==> src/rtl/nvram_upload_reader_if.sv <==
// HPS ioctl upload channel: the HPS side drives the upload/read request,
// the reader answers with read data and raises the autosave request.
interface nvram_upload_reader_if;
    logic        ioctl_upload;
    logic [7:0]  ioctl_index;
    logic        ioctl_rd;
    logic [24:0] ioctl_addr;
    logic [7:0]  ioctl_din;
    logic        ioctl_upload_req;

    modport master (
        output ioctl_upload,
        output ioctl_index,
        output ioctl_rd,
        output ioctl_addr,
        input  ioctl_din,
        input  ioctl_upload_req
    );

    modport slave (
        input  ioctl_upload,
        input  ioctl_index,
        input  ioctl_rd,
        input  ioctl_addr,
        output ioctl_din,
        output ioctl_upload_req
    );
endinterface

==> src/rtl/nvram_upload_reader.sv <==
// Upload-side responder for the HPS ioctl channel. Serves bytes from a game
// RAM window while holding the CPU paused, and requests an autosave once
// the window has been written and the CPU has gone quiet on it.
module nvram_upload_reader #(
    parameter int              ADDR_W    = 16,
    parameter logic [7:0]      INDEX     = 8'd4,
    parameter logic [ADDR_W-1:0] BASE_ADDR = '0,
    parameter int              LENGTH    = 256,
    parameter int              RAM_LAT   = 1,
    parameter logic [23:0]     IDLE_CYC  = 24'd4_900_000
) (
    input  logic                clk_49m,
    input  logic                reset,
    nvram_upload_reader_if.slave ioctl,
    input  logic                autosave,
    input  logic                mon_wr,
    input  logic [ADDR_W-1:0]   mon_addr,
    output logic                pause_req,
    input  logic                paused,
    output logic [ADDR_W-1:0]   ram_addr,
    output logic                ram_rd,
    input  logic [7:0]          ram_q,
    output logic                busy,
    output logic                rd_overrun
);

    typedef enum logic [2:0] {IDLE, WAIT_P, SERVE, RD, REL} state_t;

    state_t      state;
    logic        active;
    logic        active_q;
    logic        pending;
    logic [24:0] pend_addr;
    logic [24:0] req_addr;
    logic        req_valid;
    logic        in_range;
    logic        oob;
    logic [2:0]  lat_cnt;
    logic [7:0]  din;
    logic        upload_req;
    logic        dirty;
    logic [23:0] idle_cnt;
    logic        in_win;
    logic        active_rise;
    logic        fire;

    assign active      = ioctl.ioctl_upload && (ioctl.ioctl_index == INDEX);
    assign active_rise = active && !active_q;
    assign busy        = (state != IDLE);

    assign ioctl.ioctl_din        = din;
    assign ioctl.ioctl_upload_req = upload_req;

    // A read latched before the pause was granted takes priority over a new strobe
    always_comb begin
        req_valid = pending || ioctl.ioctl_rd;
        req_addr  = pending ? pend_addr : ioctl.ioctl_addr;
        in_range  = ({7'd0, req_addr} < 32'(LENGTH));
        in_win    = mon_wr
                    && (32'(mon_addr) >= 32'(BASE_ADDR))
                    && (32'(mon_addr) <  32'(BASE_ADDR) + 32'(LENGTH));
        fire      = dirty && autosave && (idle_cnt == IDLE_CYC) && (state == IDLE);
    end

    // Upload FSM: pause handshake, read sequencing and read data register
    always_ff @(posedge clk_49m or negedge reset) begin
        if (!reset) begin
            state      <= IDLE;
            pause_req  <= 1'b0;
            ram_rd     <= 1'b0;
            ram_addr   <= '0;
            din        <= 8'h00;
            rd_overrun <= 1'b0;
            pending    <= 1'b0;
            pend_addr  <= '0;
            lat_cnt    <= '0;
            oob        <= 1'b0;
        end else begin
            ram_rd <= 1'b0;
            case (state)
                IDLE: begin
                    if (active) begin
                        state     <= WAIT_P;
                        pause_req <= 1'b1;
                        if (ioctl.ioctl_rd) begin
                            pending   <= 1'b1;
                            pend_addr <= ioctl.ioctl_addr;
                        end
                    end
                end
                WAIT_P: begin
                    if (!active) begin
                        state     <= REL;
                        pause_req <= 1'b0;
                        pending   <= 1'b0;
                    end else begin
                        if (ioctl.ioctl_rd) begin
                            pending   <= 1'b1;
                            pend_addr <= ioctl.ioctl_addr;
                        end
                        if (paused) begin
                            state <= SERVE;
                        end
                    end
                end
                SERVE: begin
                    if (!active) begin
                        state     <= REL;
                        pause_req <= 1'b0;
                        pending   <= 1'b0;
                    end else if (req_valid) begin
                        pending <= 1'b0;
                        if (pending && ioctl.ioctl_rd) begin
                            rd_overrun <= 1'b1;
                        end
                        lat_cnt <= '0;
                        state   <= RD;
                        if (in_range) begin
                            ram_rd   <= 1'b1;
                            ram_addr <= BASE_ADDR + req_addr[ADDR_W-1:0];
                            oob      <= 1'b0;
                        end else begin
                            oob <= 1'b1;
                        end
                    end
                end
                RD: begin
                    if (!active) begin
                        state     <= REL;
                        pause_req <= 1'b0;
                        pending   <= 1'b0;
                    end else begin
                        if (ioctl.ioctl_rd) begin
                            rd_overrun <= 1'b1;
                        end
                        if (oob) begin
                            din   <= 8'hFF;
                            state <= SERVE;
                        end else if (lat_cnt == 3'(RAM_LAT)) begin
                            din   <= ram_q;
                            state <= SERVE;
                        end else begin
                            lat_cnt <= lat_cnt + 3'd1;
                        end
                    end
                end
                REL: begin
                    state     <= IDLE;
                    pause_req <= 1'b0;
                end
                default: begin
                    state     <= IDLE;
                    pause_req <= 1'b0;
                end
            endcase
        end
    end

    // Dirty tracking, write-idle counter and the one-cycle autosave request
    always_ff @(posedge clk_49m or negedge reset) begin
        if (!reset) begin
            active_q   <= 1'b0;
            dirty      <= 1'b0;
            idle_cnt   <= '0;
            upload_req <= 1'b0;
        end else begin
            active_q   <= active;
            upload_req <= 1'b0;
            if (in_win) begin
                dirty    <= 1'b1;
                idle_cnt <= '0;
            end else if (active_rise) begin
                dirty    <= 1'b0;
                idle_cnt <= '0;
            end else if (fire) begin
                upload_req <= 1'b1;
                dirty      <= 1'b0;
                idle_cnt   <= '0;
            end else if (dirty && (idle_cnt != IDLE_CYC)) begin
                idle_cnt <= idle_cnt + 24'd1;
            end
        end
    end

endmodule
==> src/flat_wrapper.sv <==
// flat-port wrapper written by rule: the top's interface ports become plain ports
module nvram_upload_reader_flat 
#(
    parameter int              ADDR_W    = 16,
    parameter logic [7:0]      INDEX     = 8'd4,
    parameter logic [ADDR_W-1:0] BASE_ADDR = '0,
    parameter int              LENGTH    = 256,
    parameter int              RAM_LAT   = 1,
    parameter logic [23:0]     IDLE_CYC  = 24'd4_900_000
)
  (clk_49m, reset, autosave, mon_wr, mon_addr, pause_req, paused, ram_addr, ram_rd, ram_q, busy, rd_overrun, ioctl_ioctl_upload, ioctl_ioctl_index, ioctl_ioctl_rd, ioctl_ioctl_addr, ioctl_ioctl_din, ioctl_ioctl_upload_req);
  nvram_upload_reader_if ioctl_i ();
  input  logic clk_49m;
  input  logic reset;
  input  logic autosave;
  input  logic mon_wr;
  input  logic [ADDR_W-1:0] mon_addr;
  output logic pause_req;
  input  logic paused;
  output logic [ADDR_W-1:0] ram_addr;
  output logic ram_rd;
  input  logic [7:0] ram_q;
  output logic busy;
  output logic rd_overrun;
  input wire logic [$bits(ioctl_i.ioctl_upload)-1:0] ioctl_ioctl_upload;
  input wire logic [$bits(ioctl_i.ioctl_index)-1:0] ioctl_ioctl_index;
  input wire logic [$bits(ioctl_i.ioctl_rd)-1:0] ioctl_ioctl_rd;
  input wire logic [$bits(ioctl_i.ioctl_addr)-1:0] ioctl_ioctl_addr;
  output wire logic [$bits(ioctl_i.ioctl_din)-1:0] ioctl_ioctl_din;
  output wire logic [$bits(ioctl_i.ioctl_upload_req)-1:0] ioctl_ioctl_upload_req;
  assign ioctl_i.ioctl_upload = ioctl_ioctl_upload;
  assign ioctl_i.ioctl_index = ioctl_ioctl_index;
  assign ioctl_i.ioctl_rd = ioctl_ioctl_rd;
  assign ioctl_i.ioctl_addr = ioctl_ioctl_addr;
  assign ioctl_ioctl_din = ioctl_i.ioctl_din;
  assign ioctl_ioctl_upload_req = ioctl_i.ioctl_upload_req;
  nvram_upload_reader #(.ADDR_W(ADDR_W), .INDEX(INDEX), .BASE_ADDR(BASE_ADDR), .LENGTH(LENGTH), .RAM_LAT(RAM_LAT), .IDLE_CYC(IDLE_CYC)) u_core (.clk_49m(clk_49m), .reset(reset), .ioctl(ioctl_i), .autosave(autosave), .mon_wr(mon_wr), .mon_addr(mon_addr), .pause_req(pause_req), .paused(paused), .ram_addr(ram_addr), .ram_rd(ram_rd), .ram_q(ram_q), .busy(busy), .rd_overrun(rd_overrun));
endmodule
==> config.mk <==
export PLATFORM = sky130hd
export DESIGN_NAME = nvram_upload_reader_flat
export DESIGN_NICKNAME = d
export VERILOG_FILES = /design/src/rtl/nvram_upload_reader_if.sv /design/src/rtl/nvram_upload_reader.sv /design/src/flat_wrapper.sv
export SDC_FILE = /design/constraint.sdc
export NUM_CORES = 1
export LEC_CHECK = 0
export BUFFER_PORTS_ARGS = -buffer_cell sky130_fd_sc_hd__buf_2
export CAP_MARGIN = 20
export CORE_MARGIN = 3
export CORE_UTILIZATION = 45
export CTS_CLUSTER_SIZE = 30
export DETAILED_ROUTE_END_ITERATION = 7
export PLACE_DENSITY = 0.68
export SETUP_SLACK_MARGIN = 0.4
export SLEW_MARGIN = 20
export SYNTH_ARGS = -nofsm -noshare
export SYNTH_HDL_FRONTEND = slang
export SYNTH_SLANG_ARGS = --single-unit
==> constraint.sdc <==
create_clock -name clk_49m -period 5.2 [get_ports clk_49m]
set_clock_uncertainty 0.05 [all_clocks]
set_input_delay 0.52 -clock clk_49m [delete_from_list [all_inputs] [get_ports clk_49m]]
set_output_delay 0.52 -clock clk_49m [all_outputs]
set_load 0.005 [all_outputs]
# Word level (Yosys, flattened, before mapping)
# Index checks and enable logic that the tools add are counted.
word_totals:
  output_inout_bits: 29
  regBits: 87
  elab_cells: 114
  in_bits: 64
op_classes:
  muxes: 48
  n_lt_le_gt_ge: 2
  add_sub_neg: 2
  reduce_logical: 28
  eq_ne: 20
op_table:
  columns: ["op", "n"]
  rows:
  - ["$mux 24", 4]
  - ["$mux 3", 13]
  - ["$lt 25x9->1 const B", 1]
  - ["$mux 25", 1]
  - ["$add 24x1->24 const B", 1]
  - ["$eq 24x23->1 const B", 1]
  - ["$ne 24x23->1 const B", 1]
  - ["$mux 1", 23]
  - ["$lt 16x9->1 const B", 1]
  - ["$mux 8", 2]
  - ["$pmux 3 s4", 1]
  - ["$reduce_and 4->1", 3]
  - ["$reduce_and 6->1", 2]
  - ["$ne 2x1->1 const B", 5]
  - ["$ne 2x2->1 const B", 5]
  - ["$reduce_and 3->1", 3]
  - ["$eq 8x3->1 const B", 1]
  - ["$logic_and 1x1->1", 8]
  - ["$reduce_bool 4->1", 2]
  - ["$eq 3x1->1 const B", 2]
  - ["$eq 3x2->1 const B", 2]
  - ["$ne 3x3->1 const B", 2]
  - ["$pmux 3 s2", 1]
  - ["$reduce_bool 3->1", 2]
  - ["other kinds (11)", 13]

# Longest topological paths before layout
logic_depth:
  depth_word: 6
  ltp_mapped: 8

# Least setup slack after synthesis
# OpenSTA, ideal clock, no wires.
synth_timing:
  kind: "input -> register"
  from: "in ioctl_ioctl_index[5]"
  to: "reg u_core.pend_addr[10]"
  arrival_ns: 2.187
  path_buffers: 1
  path_slack_ns: 2.838
  path_stages: 5
  setup_ns: 0.125
  cell_sequence: "nor3_1 -> nand4_1 -> nor4b_2 -> buf_2 -> mux2_2"
synth_between:
  elab_chain_len: 3
synth_rtl:
  columns: ["element", "line_no", "text"]
  rows:
  - ["start, declared", "flat_wrapper.sv:26", "input wire logic [$bits(ioctl_i.ioctl_index)-1:0] ioctl_ioctl_index;"]
  - ["$eq 8x3->1", "nvram_upload_reader.sv:47", "assign active = ioctl.ioctl_upload && (ioctl.ioctl_index == INDEX);"]
  - ["$logic_and 1x1->1", "nvram_upload_reader.sv:47", null]
  - ["$reduce_and 3->1 (no line)", null, null]
  - ["end signal, assigned", "nvram_upload_reader.sv:87", "pend_addr <= ioctl.ioctl_addr;"]
  - ["end signal, assigned", "nvram_upload_reader.sv:99", "pend_addr <= ioctl.ioctl_addr;"]
  - ["end, declared", "nvram_upload_reader.sv:33", "logic [24:0] pend_addr;"]
# No other way between the ends.
# A chain may end at the register's enable or synchronous reset.

# Worst setup path after layout
layout_timing:
  from: "reg u_core.pending"
  to: "reg u_core.ram_addr[2]"
layout_between:
  elab_chain_len: 3
  elab_cells_between_ends: 4
layout_rtl:
  columns: ["element", "line_no", "text"]
  rows:
  - ["start, declared", "nvram_upload_reader.sv:32", "logic pending;"]
  - ["start signal, assigned", "nvram_upload_reader.sv:74", "pending <= 1'b0;"]
  - ["start signal, assigned", "nvram_upload_reader.sv:86", "pending <= 1'b1;"]
  - ["start signal, assigned", "nvram_upload_reader.sv:95", "pending <= 1'b0;"]
  - ["$mux 25", "nvram_upload_reader.sv:57", "req_addr = pending ? pend_addr : ioctl.ioctl_addr;"]
  - ["$lt 25x9->1", "nvram_upload_reader.sv:58", "in_range = ({7'd0, req_addr} < 32'(LENGTH));"]
  - ["$reduce_and 4->1 (no line)", null, null]
  - ["end signal, assigned", "nvram_upload_reader.sv:120", "ram_addr <= BASE_ADDR + req_addr[ADDR_W-1:0];"]
  - ["end, declared", "nvram_upload_reader.sv:20", "output logic [ADDR_W-1:0] ram_addr,"]
# Parallel ways exist; a longest one is shown, timed or not.

==> impl_results.md <==
* TritonCTS buffer count at 9
* Final Total Pwr at 0.001507 W
* Synth area leader: dfrtp_1
* Internal reg-to-reg setup slack at 2720 ps
* Worst Path Required at 5380 ps
* CP arrival at 2670 ps
* Clk slew on worst S/H paths at 90 ps
* Leakage at 2.400 nW
* # clock sinks at 87
* Die Wd at 101.6 um
* Pin count of the biggest net entering global routing at 88
* # DRC at 0
* Switching part of the total at 0.2701
* Outcome: complete, no violations
* Synth area leaders: dfrtp_1 53%, mux2_2 11%, nor2_1 3.8%
* Layout cells sized above 1 at 0.3413
* RSZ-0062 raised after global routing: false
* Initial core utilization at 0.4668
* Ports at 93
* Buffers & Inverters on Critical Path at 1
* Post-Layout Inst Area at 4853 um^2
* Type of the worst setup path: reg2reg
* Multi-input logic area at 1777 um^2
* FF/Latch Area at 2177 um^2
* Post-synth EDFFs at 0
* Max Transition Viols Final at 0
* Worst-path fanout max at 17
* Sum Neg Setup Slack at 0 ps
* Cells after Synth at 374
* Startpoint types: flop
* Worst R2R Start: u_core.pending
* H-tree levels at 3
* Commonest non-fill, non-tap cell in the layout: dfrtp_1
* Combinational Power Share at 0.122
* Routed Antenna Nets at 0
* Post-synthesis cell area at 4110 um^2
* Seq pwr share at 0.521
* Yosys cell types at 47
* FFs w/ async S/R, synth at 1.000
* Final Worst Setup Slack at 2718 ps
* Port Buffer Count at 84
* Initial DRC Count at 132
* Placer congestion estimate at 0.8393
* Switching power at 0.0004072 W
* Rel. slew slack at 0.4589
* Post-Syn Area per Cell at 10.99 um^2
* Post-Syn Nets at 442
* Min Hold Slack at 141.9 ps
* Fill count at 797
* Worst-Margin Slew at 811.7 ps
* Maximum operating frequency at 403.0 MHz
* Fin nets at 526
* GR Overflow Total at 0
* Number of diodes at 0
* Slowest-stage cell, CP: dfrtp_1
* Clock Path Buffers at 2
* Top FF cell, synth: dfrtp_1
* Endpoint class of the critical path: flop
* Drt first pass iters at 4
* Die height at 101.6 um
* Worst path cell trace: inv_1 > or3_1 > a221oi_2 > nand3_4 > mux2_4
* Seq/Total Area, Yosys at 0.5297
* Synthesis Warnings at 0
* Synth-to-Final Area Change at 18.08%
* Post-Route WL at 8.473 mm
* Most frequent cells in the layout: 87 x dfrtp_1, 83 x buf_2, 42 x nor2_1
* Vias in the first global route at 2957
* Post_cts resized at 0
* Rows at 34
* CTS root buf: clkbuf_8
* Final min period at 2482 ps
* Initial antenna violation count at 0
* Hold crit path type: in2async
* DP HPWL at 6.000 mm
* Max Cap Viol at 0
* R2R Path End: u_core.ram_addr[2]
* Final hold vios at 0
* First-pass GRT wire length at 13.95 mm
* Clock Latency Late Sink at 350 ps
* FF-to-FF path depth at 5
* Pint at 0.001100 W
* Max incr delay on CP at 760 ps
* Fin crit share at 0.4772
* Area share of the largest cell type after synthesis at 0.5297
* PD cells at 310.6 nW/um^2
* Post-CTS setup repair buffer count at 0
* Core footprint at 8806 um^2
* Tot GR Track Use at 0.1690
* CTS tree: built
* Cell Area, Placed at 4621 um^2
* Clock share of power at 0.358
* Top cell family by delay on the critical path: flip-flops
* Count of final setup violators at 0
* Die ar. at 10320 um^2
* Vias per cell at 5.317
* DR WL/cell at 14.84 um
* CTS Hold Bufs at 0
* Place WS at 2509 ps
* Vias at 3036
* Seq cells post-synth at 87
* Maximum vdd drop at 188.7 uV
worst register-to-register path, stage by stage, from the launching register on:
cell and delay (ps):
dfrtp_1 760, inv_1 140, or3_1 390, a221oi_2 400
nand3_4 270, mux2_4 370
layout make-up:
class                   instances  area share
multi-input cells             249      0.3661
flip-flops and latches         87      0.4486
inverters                      25     0.01933
clock inverters                 6     0.01882
clock buffers                  10     0.02836
repair buffers                 86     0.09100
well taps                     108     0.02784
logic make-up after synthesis:
family	synth area share
flip-flops	0.5297
multiplexers	0.1327
AND/OR/NAND/NOR	0.1903
buffers and inverters	0.04018
AO/OA/AOI/OAI	0.05023
XOR/XNOR	0.04475
adder cells (fa/ha/maj)	0.01218
power by group through the flow:
stage | logic, W | registers (W) | clock network (W)
floorplan | 0.000136 | 0.000772 | 0
global placement | 0.000178 | 0.000795 | 0
detailed placement | 0.000187 | 0.000797 | 0
CTS | 0.000187 | 0.000785 | 0.000551
global route | 0.000210 | 0.000795 | 0.000577
finish | 0.000183 | 0.000785 | 0.000539
routing by layer:
layer,global-route usage,wire [um],vias up
met5,0,0,-
met1,0.2413,4013,1480
met2,0.2575,3846,80
li1,-,-,1469
met4,0.04908,78,0
met3,0.04063,535,7
synthesized netlist by cell type (3+ instances only):
cell and number:
dfrtp_1 87, nor2_1 42, mux2_2 40, inv_1 25
nand2_1 16, xnor2_1 15, nor3_1 13, nor4_1 12
o21ai_0 11, nand3_1 10, a21oi_1 8, and2_2 8
and3_1 8, mux2i_1 8, nand4_1 8, clkbuf_1 7
nor4b_1 7, xor2_1 6, ha_1 4, a31oi_1 3
buf_2 3
worst max path at each step:
stage	depth (start not counted)	endpoint	from	slack, ps
CTS	5	u_core.ram_addr[2]	u_core.pending	2640
global placement	6	u_core.pend_addr[23]	ioctl_ioctl_index[5]	2530
floorplan	5	u_core.pend_addr[10]	ioctl_ioctl_index[5]	2840
detailed placement	6	u_core.ioctl.ioctl_din[7]	ioctl_ioctl_index[5]	2510
finish	5	u_core.ram_addr[2]	u_core.pending	2720
global route	5	u_core.ram_addr[4]	u_core.pending	2490
state kept, by name (all words and copies together) (netlist names), 3 cells and up:
signal                  cells
u_core.ram_addr            16
u_core.ioctl.ioctl_din      8
u_core.lat_cnt              3
u_core.pend_addr           25
u_core.idle_cnt            24
u_core.state                3
metrics by stage:
| step | cells | util |
|---|---|---|
| detailed placement | 555 | 0.5247 |
| global route | 571 | 0.5512 |
| finish | 571 | 0.5512 |
| CTS | 571 | 0.5507 |
| floorplan | 374 | - |
| global placement | 555 | 0.5247 |
No activity file was read; power rests on OpenSTA's default activity.
